[src/rtl/pipe_stage_skid.sv]
// Pipeline stage register with valid/ready handshake, optional two-entry skid
// buffer, synchronous flush and a saturating count of beats killed by flush.
// Control bits are zeroed whenever the main register holds no beat; the sticky
// field passes through a flush by loading the upstream sticky value.
module pipe_stage_skid #(
    parameter int PAYLOAD_W = 32,
    parameter int CTRL_W    = 8,
    parameter int STICKY_W  = 32,
    parameter int SKID      = 1,
    parameter int CNT_W     = 16
) (
    input  logic                 clk,
    input  logic                 rst,
    input  logic                 in_valid,
    output logic                 in_ready,
    input  logic [PAYLOAD_W-1:0] in_payload,
    input  logic [CTRL_W-1:0]    in_ctrl,
    input  logic [STICKY_W-1:0]  in_sticky,
    input  logic                 flush,
    output logic                 out_valid,
    input  logic                 out_ready,
    output logic [PAYLOAD_W-1:0] out_payload,
    output logic [CTRL_W-1:0]    out_ctrl,
    output logic [STICKY_W-1:0]  out_sticky,
    output logic [1:0]           occupancy,
    output logic [CNT_W-1:0]     kill_count
);

    localparam int SUM_W = CNT_W + 2;
    localparam logic [CNT_W-1:0] KILL_MAX = '1;

    logic                 mainValid_q,   mainValid_d;
    logic [PAYLOAD_W-1:0] mainPayload_q, mainPayload_d;
    logic [CTRL_W-1:0]    mainCtrl_q,    mainCtrl_d;
    logic [STICKY_W-1:0]  mainSticky_q,  mainSticky_d;
    logic                 skidValid_q,   skidValid_d;
    logic [PAYLOAD_W-1:0] skidPayload_q, skidPayload_d;
    logic [CTRL_W-1:0]    skidCtrl_q,    skidCtrl_d;
    logic [STICKY_W-1:0]  skidSticky_q,  skidSticky_d;
    logic [CNT_W-1:0]     killCount_q,   killCount_d;

    logic             inReady;
    logic             accept;
    logic             emit;
    logic [1:0]       occ;
    logic [1:0]       killIncr;
    logic [SUM_W-1:0] killSum;
    logic [CNT_W-1:0] killSat;

    // Handshake terms, occupancy and the saturated kill-count candidate.
    always_comb begin
        if (SKID != 0) begin
            inReady = !skidValid_q;
        end else begin
            inReady = !mainValid_q || out_ready;
        end
        accept   = in_valid && inReady;
        emit     = mainValid_q && out_ready;
        occ      = {1'b0, mainValid_q} + {1'b0, skidValid_q};
        killIncr = occ + {1'b0, accept};
        killSum  = SUM_W'(killCount_q) + SUM_W'(killIncr);
        if (killSum > SUM_W'(KILL_MAX)) begin
            killSat = KILL_MAX;
        end else begin
            killSat = killSum[CNT_W-1:0];
        end
    end

    // Next-state for main register, skid entry and kill counter; flush wins over normal flow.
    always_comb begin
        mainValid_d   = mainValid_q;
        mainPayload_d = mainPayload_q;
        mainCtrl_d    = mainCtrl_q;
        mainSticky_d  = mainSticky_q;
        skidValid_d   = skidValid_q;
        skidPayload_d = skidPayload_q;
        skidCtrl_d    = skidCtrl_q;
        skidSticky_d  = skidSticky_q;
        killCount_d   = killCount_q;

        if (flush) begin
            mainValid_d   = 1'b0;
            mainPayload_d = '0;
            mainCtrl_d    = '0;
            mainSticky_d  = in_sticky;
            skidValid_d   = 1'b0;
            killCount_d   = killSat;
        end else if (skidValid_q) begin
            if (emit) begin
                mainValid_d   = 1'b1;
                mainPayload_d = skidPayload_q;
                mainCtrl_d    = skidCtrl_q;
                mainSticky_d  = skidSticky_q;
                skidValid_d   = 1'b0;
            end
        end else if (accept) begin
            if (!mainValid_q || emit) begin
                mainValid_d   = 1'b1;
                mainPayload_d = in_payload;
                mainCtrl_d    = in_ctrl;
                mainSticky_d  = in_sticky;
            end else begin
                skidValid_d   = 1'b1;
                skidPayload_d = in_payload;
                skidCtrl_d    = in_ctrl;
                skidSticky_d  = in_sticky;
            end
        end else if (emit) begin
            mainValid_d = 1'b0;
            mainCtrl_d  = '0;
        end

        if (SKID == 0) begin
            skidValid_d = 1'b0;
        end
    end

    // State registers with synchronous reset.
    always_ff @(posedge clk) begin
        if (rst) begin
            mainValid_q   <= 1'b0;
            mainPayload_q <= '0;
            mainCtrl_q    <= '0;
            mainSticky_q  <= '0;
            skidValid_q   <= 1'b0;
            skidPayload_q <= '0;
            skidCtrl_q    <= '0;
            skidSticky_q  <= '0;
            killCount_q   <= '0;
        end else begin
            mainValid_q   <= mainValid_d;
            mainPayload_q <= mainPayload_d;
            mainCtrl_q    <= mainCtrl_d;
            mainSticky_q  <= mainSticky_d;
            skidValid_q   <= skidValid_d;
            skidPayload_q <= skidPayload_d;
            skidCtrl_q    <= skidCtrl_d;
            skidSticky_q  <= skidSticky_d;
            killCount_q   <= killCount_d;
        end
    end

    assign in_ready    = inReady;
    assign out_valid   = mainValid_q;
    assign out_payload = mainPayload_q;
    assign out_ctrl    = mainCtrl_q;
    assign out_sticky  = mainSticky_q;
    assign occupancy   = occ;
    assign kill_count  = killCount_q;

endmodule

[config.mk]
export PLATFORM = sky130hd
export DESIGN_NAME = pipe_stage_skid
export DESIGN_NICKNAME = d
export VERILOG_FILES = /design/src/rtl/pipe_stage_skid.sv
export SDC_FILE = /design/constraint.sdc
export NUM_CORES = 1
export LEC_CHECK = 0
export ABC_AREA = 1
export CAP_MARGIN = 0
export CELL_PAD_IN_SITES_DETAIL_PLACEMENT = 0
export CELL_PAD_IN_SITES_GLOBAL_PLACEMENT = 2
export CORE_ASPECT_RATIO = 0.7
export CORE_MARGIN = 2
export CORE_UTILIZATION = 27
export DETAILED_ROUTE_END_ITERATION = 6
export PLACE_DENSITY = 0.84
export SLEW_MARGIN = 20
export SYNTH_ARGS = -nofsm -noshare
export SYNTH_HDL_FRONTEND = slang
export SYNTH_SLANG_ARGS = --single-unit
[constraint.sdc]
create_clock -name clk -period 3.3 [get_ports clk]
set_input_delay 0.33 -clock clk [delete_from_list [all_inputs] [get_ports clk]]
set_output_delay 0.33 -clock clk [all_outputs]
set_load 0.03 [all_outputs]
## Word level (Yosys, flattened, before mapping)

Index checks and enable logic that the tools add are counted.

- Output and inout port bits: 92
- Memory bits (read-only): 0
- Register bits: 162
- Memory bits (writable): 0
- Memories kept: 0
- Latch bits: 0

- Mux-type cells: 24
- Reductions and logical operators: 15
- Multiply operators: 0
- Divide/modulo/power cells: 0
- Add/subtract/negate cells: 3
- Equality and inequality tests: 3
- Bitwise logic cells: 3
- Shift-type cells: 0
- Order comparisons: 1

Operators by type and width:

| operator | number |
|---|---|
| 32-bit 2-to-1 mux | 9 |
| 8-bit 2-to-1 mux | 5 |
| 16-bit by 2-bit adder with 17-bit output | 1 |
| 17-bit by 16-bit greater-than comparator with 1-bit output (second input constant) | 1 |
| 16-bit 2-to-1 mux | 1 |
| 1-bit 2-to-1 mux | 9 |
| 3-bit AND reduction | 3 |
| 3-bit by 2-bit != test with 1-bit output (second input constant) | 2 |
| 2-bit nonzero test | 3 |
| 3-bit nonzero test | 2 |
| 4-bit AND reduction | 1 |
| 1-bit inverter | 3 |
| 1-bit by 1-bit adder with 2-bit output | 1 |
| 2-bit by 1-bit adder with 2-bit output | 1 |
| 1-bit logical AND | 2 |
| 1-bit logical NOT | 2 |
| 2-bit by 1-bit != test with 1-bit output (second input constant) | 1 |
| 2-bit OR reduction | 1 |
| 1-bit logical OR | 1 |

## Logic depth before layout (Yosys ltp)

Gate-level depths: netlist of run 1.

- Depth after elaboration: 6
- Gate-level depth with buffers: 17
- Depth with buffers taken out: 16

## Least setup slack after synthesis of run 1

No wires, ideal clock.

- Path type: reg2reg
- Start: register skidValid_q
- End: register killCount_q[10], in the netlist kill_count[10]
- Setup time: 65 ps
- Required time: 3235 ps
- Period minus slack after synthesis: 2774 ps
- Path buffers: 1
- Data arrival time: 2709 ps
- Cell stages (with the launch flop): 18
- Slack: 526 ps
- Cell sequence: dfxtp_1 buf_6 inv_4 nand2_4 clkinv_1 fa_1 ha_1 inv_1 fa_1 inv_1 nand2_1 inv_1 nand2_1 nor2_2 nand4_2 inv_2 nor2_1 nor2_1

- Longest elaborated chain between the ends: 6

RTL lines:

| element | line | text |
|---|---|---|
| start, declared | 36 | `logic skidValid_q, skidValid_d;` |
| start signal, assigned | 135 | `skidValid_q <= skidValid_d;` |
| 1-bit logical NOT | 53 | `inReady = !skidValid_q;` |
| 1-bit logical AND | 57 | `accept = in_valid && inReady;` |
| 2-bit by 1-bit adder with 2-bit output * | 60 | `killIncr = occ + {1'b0, accept};` |
| 16-bit by 2-bit adder with 17-bit output * | 61 | `killSum = SUM_W'(killCount_q) + SUM_W'(killIncr);` |
| 17-bit by 16-bit greater-than comparator with 1-bit output | 62 | `if (killSum > SUM_W'(KILL_MAX)) begin` |
| 16-bit 2-to-1 mux * | 62 |  |
| end signal, assigned | 139 | `killCount_q <= killCount_d;` |
| end, declared | 40 | `logic [CNT_W-1:0] killCount_q, killCount_d;` |

Mark *: on every way between the ends. The rest lies on a longest branch, timed or not.
A chain may end at the register's enable or synchronous reset.

## Final worst setup path of run 1

- Start: input in_valid
- End: register killCount_q[10], in the netlist kill_count[10]

- Longest elaborated chain between the ends: 5

RTL lines:

| element | line | text |
|---|---|---|
| start, declared | 14 | `input logic in_valid,` |
| 1-bit logical AND * | 57 |  |
| 2-bit by 1-bit adder with 2-bit output * | 60 |  |
| 16-bit by 2-bit adder with 17-bit output * | 61 |  |
| 17-bit by 16-bit greater-than comparator with 1-bit output | 62 |  |
| 16-bit 2-to-1 mux * | 62 |  |

Marked as above.

==> results of run 1 <==
[routing by layer]
metal  track usage  up-vias  routed length, um
li1              -     3375                  -
met1         0.231     2848              11200
met2         0.237      136               8380
met3        0.0399       16               1070
met4        0.0449        0                220
met5             0        -                  0
[cells in the mapped netlist (2+ instances only)]
library cell,number
a21oi_1,79
a311oi_1,8
buf_2,12
buf_6,4
clkbuf_1,36
clkbuf_2,5
clkinv_1,3
dfxtp_1,162
fa_1,2
ha_1,3
inv_1,62
inv_2,6
nand2_1,246
nand3_1,10
nand4_1,5
nor2_1,165
nor2_2,4
nor3_1,2
o21ai_0,109
o21ai_1,29
xnor2_1,5
xor2_1,3
[cell usage in the layout, fill, tap and decap left out, drive strengths merged, types with 4 or more instances in the layout]
cell type and n:
nand2 248, nor2 169, clkdlybuf4s50 168, dfxtp 162
o21ai 139, a21oi 80, inv 79, clkbuf 18
buf 12, nand3 10, a311oi 8, nand4 6
xnor2 5, clkinv 4
[worst max-delay path, cell delays in order]
cell,delay [ps]
clkdlybuf4s50_1,480
nand2_4,130
clkinv_1,90
fa_1,490
ha_1,170
inv_1,60
fa_1,360
inv_1,100
nand2_1,100
inv_1,70
nand2_1,60
nor2_2,140
nand4_2,290
inv_2,210
nor2_1,60
nor2_1,70
[layout make-up]
| cell class | instances | area [sq um] | area share |
|---|---|---|---|
| multi-input cells | 679 | 3070 | 0.325 |
| repair buffers | 180 | 1800 | 0.191 |
| clock buffers | 18 | 439 | 0.0466 |
| inverters | 72 | 273 | 0.0290 |
| flip-flops and latches | 162 | 3240 | 0.344 |
| clock inverters | 14 | 186 | 0.0198 |
| diodes | 2 | 5.00 | 0.000531 |
| well taps | 325 | 407 | 0.0432 |
[metrics by stage]
step           setup WS, ps  std cells  total power (uW)  instance area (sq um)  hold WS (ps)
2_1_floorplan           526        972              2370                   6850           399
3_3_place_gp           56.7       1418              2640                   8790           435
3_5_place_dp           14.8       1418              2640                   8790           437
4_1_cts                 462       1450              4790                   9410           448
5_1_grt                 186       1450              4930                   9420           466
6_report                445       1452              4710                   9420           446
[sequential cells by signal, indices dropped and copies added (netlist names)]
name           flops
out_payload       32
out_valid          1
skidSticky_q      32
kill_count        16
skidPayload_q     32
skidCtrl_q         8
skidValid_q        1
out_ctrl           8
out_sticky        32
[logic make-up after synthesis]
family,Yosys count
AND/OR/NAND/NOR,436
multiplexers,2
AO/OA/AOI/OAI,228
flip-flops,162
buffers and inverters,131
XOR/XNOR,8
adder cells (fa/ha/maj),5
[worst max-delay path by stage]
stage | to | slack [ps] | depth (start not counted)
after floorplan | kill_count[10] | 530 | 17
after global placement | kill_count[10] | 60 | 16
after detailed placement | kill_count[10] | 10 | 16
after CTS | kill_count[10] | 460 | 16
after global routing | kill_count[5] | 190 | 16
final | kill_count[10] | 450 | 16
[power by group through the flow]
stage	registers, uW	clock network (uW)	logic, uW
3_5_place_dp	2090	0	551
5_1_grt	2050	2280	602
6_report	2040	2120	546
2_1_floorplan	2170	0	197
3_3_place_gp	2090	0	551
4_1_cts	2040	2190	554
==> flow_metrics.env, run 1 <==
export IMPL_p_sw_frac=0.272
export IMPL_synth_ff_type="dfxtp_1"
export IMPL_cp_arrival_ps=3220
export IMPL_cts_buffer_depth=2
export IMPL_start_util=0.276
export IMPL_cp_max_fo=10
export IMPL_ys_seq_elements=162
export IMPL_nNetsFinal=1194
export IMPL_ys_types=34
export IMPL_htree_num_levels=4
export IMPL_synth_fa_ha_area_frac=0.0113
export IMPL_cellInternalPower_uw=3430
export IMPL_dieHeight_um=137
export IMPL_vias=6375
export IMPL_max_slew_worst_pin_slew_ps=784
export IMPL_finalClockSkew_ps=12.8
export IMPL_synth_area_per_cell_sq_um=7.05
export IMPL_ys_warn_count=0
export IMPL_crit_type="input port to register"
export IMPL_cts_tree="done"
export IMPL_critPathLaunchType="input port"
export IMPL_hpwl_mm=13.1
export IMPL_core_area_sq_um=24800
export IMPL_clockPowerShare=0.450
export IMPL_period_minus_slack_ps=2850
export IMPL_yosys_area_top_type="dfxtp_1"
export IMPL_outcome="finished with violations"
export IMPL_drt_first_iter_violations=418
export IMPL_comb_power_share=0.116
export IMPL_slew_headroom=0.477
export IMPL_crit_start="in_valid"
export IMPL_wl_mm=20.8
export IMPL_via_per_inst=4.39
export IMPL_rsz0062_at_grt="false"
export IMPL_clk_latency_ps=430
export IMPL_fin_crit_sh=0.865
export IMPL_grt_use_total=0.161
export IMPL_violations="design-rule violations"
export IMPL_ir_worst_vdd_mv=0.339
export IMPL_synth_edf_count=0
export IMPL_drc=14
export IMPL_crit_required_ps=3660
export IMPL_synth_xor_area_frac=0.0102
export IMPL_synthesis_area_sq_um=6850
export IMPL_reg2reg_slack_ps=480
export IMPL_hold_buffers=0
export IMPL_grt_pass1_vias=6061
export IMPL_numPortBuffers=168
export IMPL_utilization=0.380
export IMPL_fillers=2603
export IMPL_async_flop_share=0
export IMPL_grt_max_degree=109
export IMPL_root_buffer="clkbuf_16"
export IMPL_fp_dieW_um=194
export IMPL_cellPowerDensity_nw_per_um2=500
export IMPL_first_pass_iters=7
export IMPL_reg2reg_from="skidValid_q"
export IMPL_cts_inserted_buffers=17
export IMPL_synth_top_family_by_area="simple AND/OR/NAND/NOR gates"
export IMPL_yosys_area_top_type_share=0.474
export IMPL_cts_resized=0
export IMPL_seq_power_share=0.434
export IMPL_synth_compound_area_share=0.174
export IMPL_total_leakage_power_uw=0.00366
export IMPL_clock_sinks=162
export IMPL_p_sw_uw=1280
export IMPL_worst_setup_path_end_kind="register"
export IMPL_min_path_type="register to register"
export IMPL_reg2reg_to="kill_count[10]"
export IMPL_fp_dieArea_sq_um=26700
export IMPL_row_count=48
export IMPL_setup_tns_ps=0
export IMPL_gp_congestion=0.815
export IMPL_grt_overflow_total=0
export IMPL_rr_worst_depth=16
export IMPL_syn_inst=972
export IMPL_antenna_found_initial=2
export IMPL_whs_path_depth=2
export IMPL_min_to="skidCtrl_q[5]"
export IMPL_seq_area_frac_synth=0.474
export IMPL_grt_pass1_wl_mm=33.4
export IMPL_area_delta_synth_final_pct=37.6
export IMPL_drtAntennaViolNets=0
export IMPL_hold_viol=0
export IMPL_fmax_ghz=0.350
export IMPL_ioPinCount=169
export IMPL_clk_pin_slew_ps=70
export IMPL_drv_cap=0
export IMPL_slew_violations=0
export IMPL_yosys_top_cells_area="dfxtp_1, nand2_1, nor2_1"
export IMPL_synthMuxAreaShare=0.00311
export IMPL_wl_per_cell_um=14.4
export IMPL_syn_num_nets=1054
export IMPL_min_from="skidCtrl_q[5]"
export IMPL_drive_gt1_frac=0.0587
export IMPL_postCtsSetupBuffers=0
export IMPL_yosys_area_share_simple=0.248
export IMPL_setup_viol=0
(Power assumes the default switching activity.)
==> inputs of run 2 (changes only) <==
SLEW_MARGIN = 15   (was 20)
==> run 2 against run 1 <==
  * The flow still finishes with violations (design-rule violations)
  * Non-clock buffer count stayed put
  * Count of clock-buffer cells in the layout unchanged
  * Sequential share of layout area is essentially flat
  * Power barely moved
==> flow_metrics.env, run 2 (synthesis gave the netlist of run 1 again) <==
export IMPL_grt_overflow_total=0
export IMPL_first_pass_iters=7
export IMPL_min_to="skidCtrl_q[1]"
export IMPL_core_area_sq_um=24800
export IMPL_clk_pin_slew_ps=70
export IMPL_start_util=0.276
export IMPL_slew_violations=0
export IMPL_period_minus_slack_ps=2850
export IMPL_clockPowerShare=0.450
export IMPL_cts_resized=0
export IMPL_fp_dieArea_sq_um=26700
export IMPL_crit_type="input port to register"
export IMPL_numPortBuffers=168
export IMPL_p_sw_frac=0.272
export IMPL_rr_worst_depth=16
export IMPL_p_sw_uw=1280
export IMPL_crit_top_cell="inv_1"
export IMPL_cp_max_fo=10
export IMPL_setup_viol=0
export IMPL_max_slew_worst_pin_slew_ps=1080
export IMPL_ioPinCount=169
export IMPL_layout_common_cells="nand2_1, clkdlybuf4s50_1, nor2_1"
export IMPL_cts_tree="done"
export IMPL_setup_slack_ps=454
export IMPL_ir_worst_vdd_mv=0.339
export IMPL_clk_latency_ps=430
export IMPL_drc=14
export IMPL_grt_pass1_vias=6061
export IMPL_slowest_delay_ps=490
export IMPL_outcome="finished with violations"
export IMPL_hold_buffers=0
export IMPL_gp_congestion=0.815
export IMPL_cellInternalPower_uw=3430
export IMPL_fp_dieW_um=194
export IMPL_min_from="skidCtrl_q[1]"
export IMPL_drt_first_iter_violations=418
export IMPL_vias=6372
export IMPL_drive_gt1_frac=0.0587
export IMPL_finalClockSkew_ps=12.7
export IMPL_seq_power_share=0.434
export IMPL_cpMaxStageDelayCell="fa_1"
export IMPL_grt_use_total=0.161
export IMPL_whs_path_depth=2
export IMPL_wl_per_cell_um=14.3
export IMPL_total_leakage_power_uw=0.00366
export IMPL_drv_cap=0
export IMPL_place_ws_ps=14.8
export IMPL_reg2reg_to="kill_count[10]"
export IMPL_root_buffer="clkbuf_16"
export IMPL_reg2reg_from="skidValid_q"
export IMPL_via_per_inst=4.39
export IMPL_wl_mm=20.8
export IMPL_cts_inserted_buffers=17
export IMPL_grt_max_degree=109
export IMPL_crit_required_ps=3660
export IMPL_cellPowerDensity_nw_per_um2=500
export IMPL_hpwl_mm=13.1
export IMPL_setup_tns_ps=0
export IMPL_layout_commonest_cell="nand2_1"
export IMPL_cp_cell_sequence="clkdlybuf4s50_1 -> nand2_4 -> clkinv_1 -> fa_1 -> ha_1 -> inv_1 -> fa_1 -> inv_1 -> nand2_1 -> inv_1 -> nand2_1 -> nor2_2 -> nand4_2 -> inv_2 -> nor2_1 -> nor2_1"
export IMPL_dieHeight_um=137
export IMPL_drtAntennaViolNets=0
export IMPL_critPathLaunchType="input port"
export IMPL_hold_viol=0
export IMPL_utilization=0.380
export IMPL_grt_pass1_wl_mm=33.4
export IMPL_comb_power_share=0.116
export IMPL_postCtsSetupBuffers=0
export IMPL_worst_setup_path_end_kind="register"
export IMPL_clock_sinks=162
export IMPL_cts_buffer_depth=2
export IMPL_rsz0062_at_grt="false"
export IMPL_htree_num_levels=4
export IMPL_violations="design-rule violations"
export IMPL_fmax_ghz=0.351
export IMPL_nNetsFinal=1194
export IMPL_min_path_type="register to register"
export IMPL_antenna_found_initial=2
export IMPL_reg2reg_slack_ps=490
export IMPL_cp_arrival_ps=3210
export IMPL_fin_crit_sh=0.862
export IMPL_slew_headroom=0.281
export IMPL_area_delta_synth_final_pct=37.5
export IMPL_row_count=48
run 2: cell counts in the layout (fill, tap and decap cells not counted):
Identical to the previous run, type by type.
run 2: power by group through the flow:
| stage | combinational, uW | sequential (uW) | clock (uW) |
|---|---|---|---|
| 2_1_floorplan | 197 | 2170 | 0 |
| 3_3_place_gp | 551 | 2090 | 0 |
| 3_5_place_dp | 551 | 2090 | 0 |
| 4_1_cts | 554 | 2040 | 2190 |
| 5_1_grt | 602 | 2050 | 2280 |
| 6_report | 546 | 2040 | 2120 |
run 2: layout make-up:
| class | instances | area, sq um |
|---|---|---|
| inverters | 72 | 273 |
| flip-flops and latches | 162 | 3240 |
| clock inverters | 14 | 186 |
| fillers | 2604 | 15400 |
| clock buffers | 18 | 439 |
| multi-input cells | 679 | 3070 |
| repair buffers | 180 | 1800 |
| well taps | 325 | 407 |
| diodes | 2 | 5.00 |
run 2: worst max-delay path, delay by kind of cell:
| family | cells | cell delay (ps) |
|---|---|---|
| adders and majority gates | 3 | 1020 |
| buffers and inverters | 6 | 1010 |
| and+or+nand+nor | 7 | 840 |
run 2: routing by layer:
layer / global-route usage / wire, um
met1: 0.231 / 11200
met2: 0.237 / 8360
met3: 0.0399 / 1050
met4: 0.0449 / 220
met5: 0 / 0
run 2: how the worst max path moves through the flow:
| stage | startpoint | end | depth (start not counted) |
|---|---|---|---|
| after CTS | in_valid | kill_count[10] | 16 |
| after floorplan | skidValid_q | kill_count[10] | 17 |
| final | in_valid | kill_count[10] | 16 |
| after global routing | in_valid | kill_count[5] | 16 |
| after global placement | in_valid | kill_count[10] | 16 |
| after detailed placement | in_valid | kill_count[10] | 16 |
run 2: metrics by stage:
stage | std cells | total power, uW | hold WS [ps] | instance area, sq um
after floorplan | 972 | 2370 | 399 | 6850
after global placement | 1418 | 2640 | 435 | 8790
after detailed placement | 1418 | 2640 | 437 | 8790
after CTS | 1450 | 4790 | 448 | 9410
after global routing | 1450 | 4930 | 466 | 9410
final | 1452 | 4710 | 446 | 9420
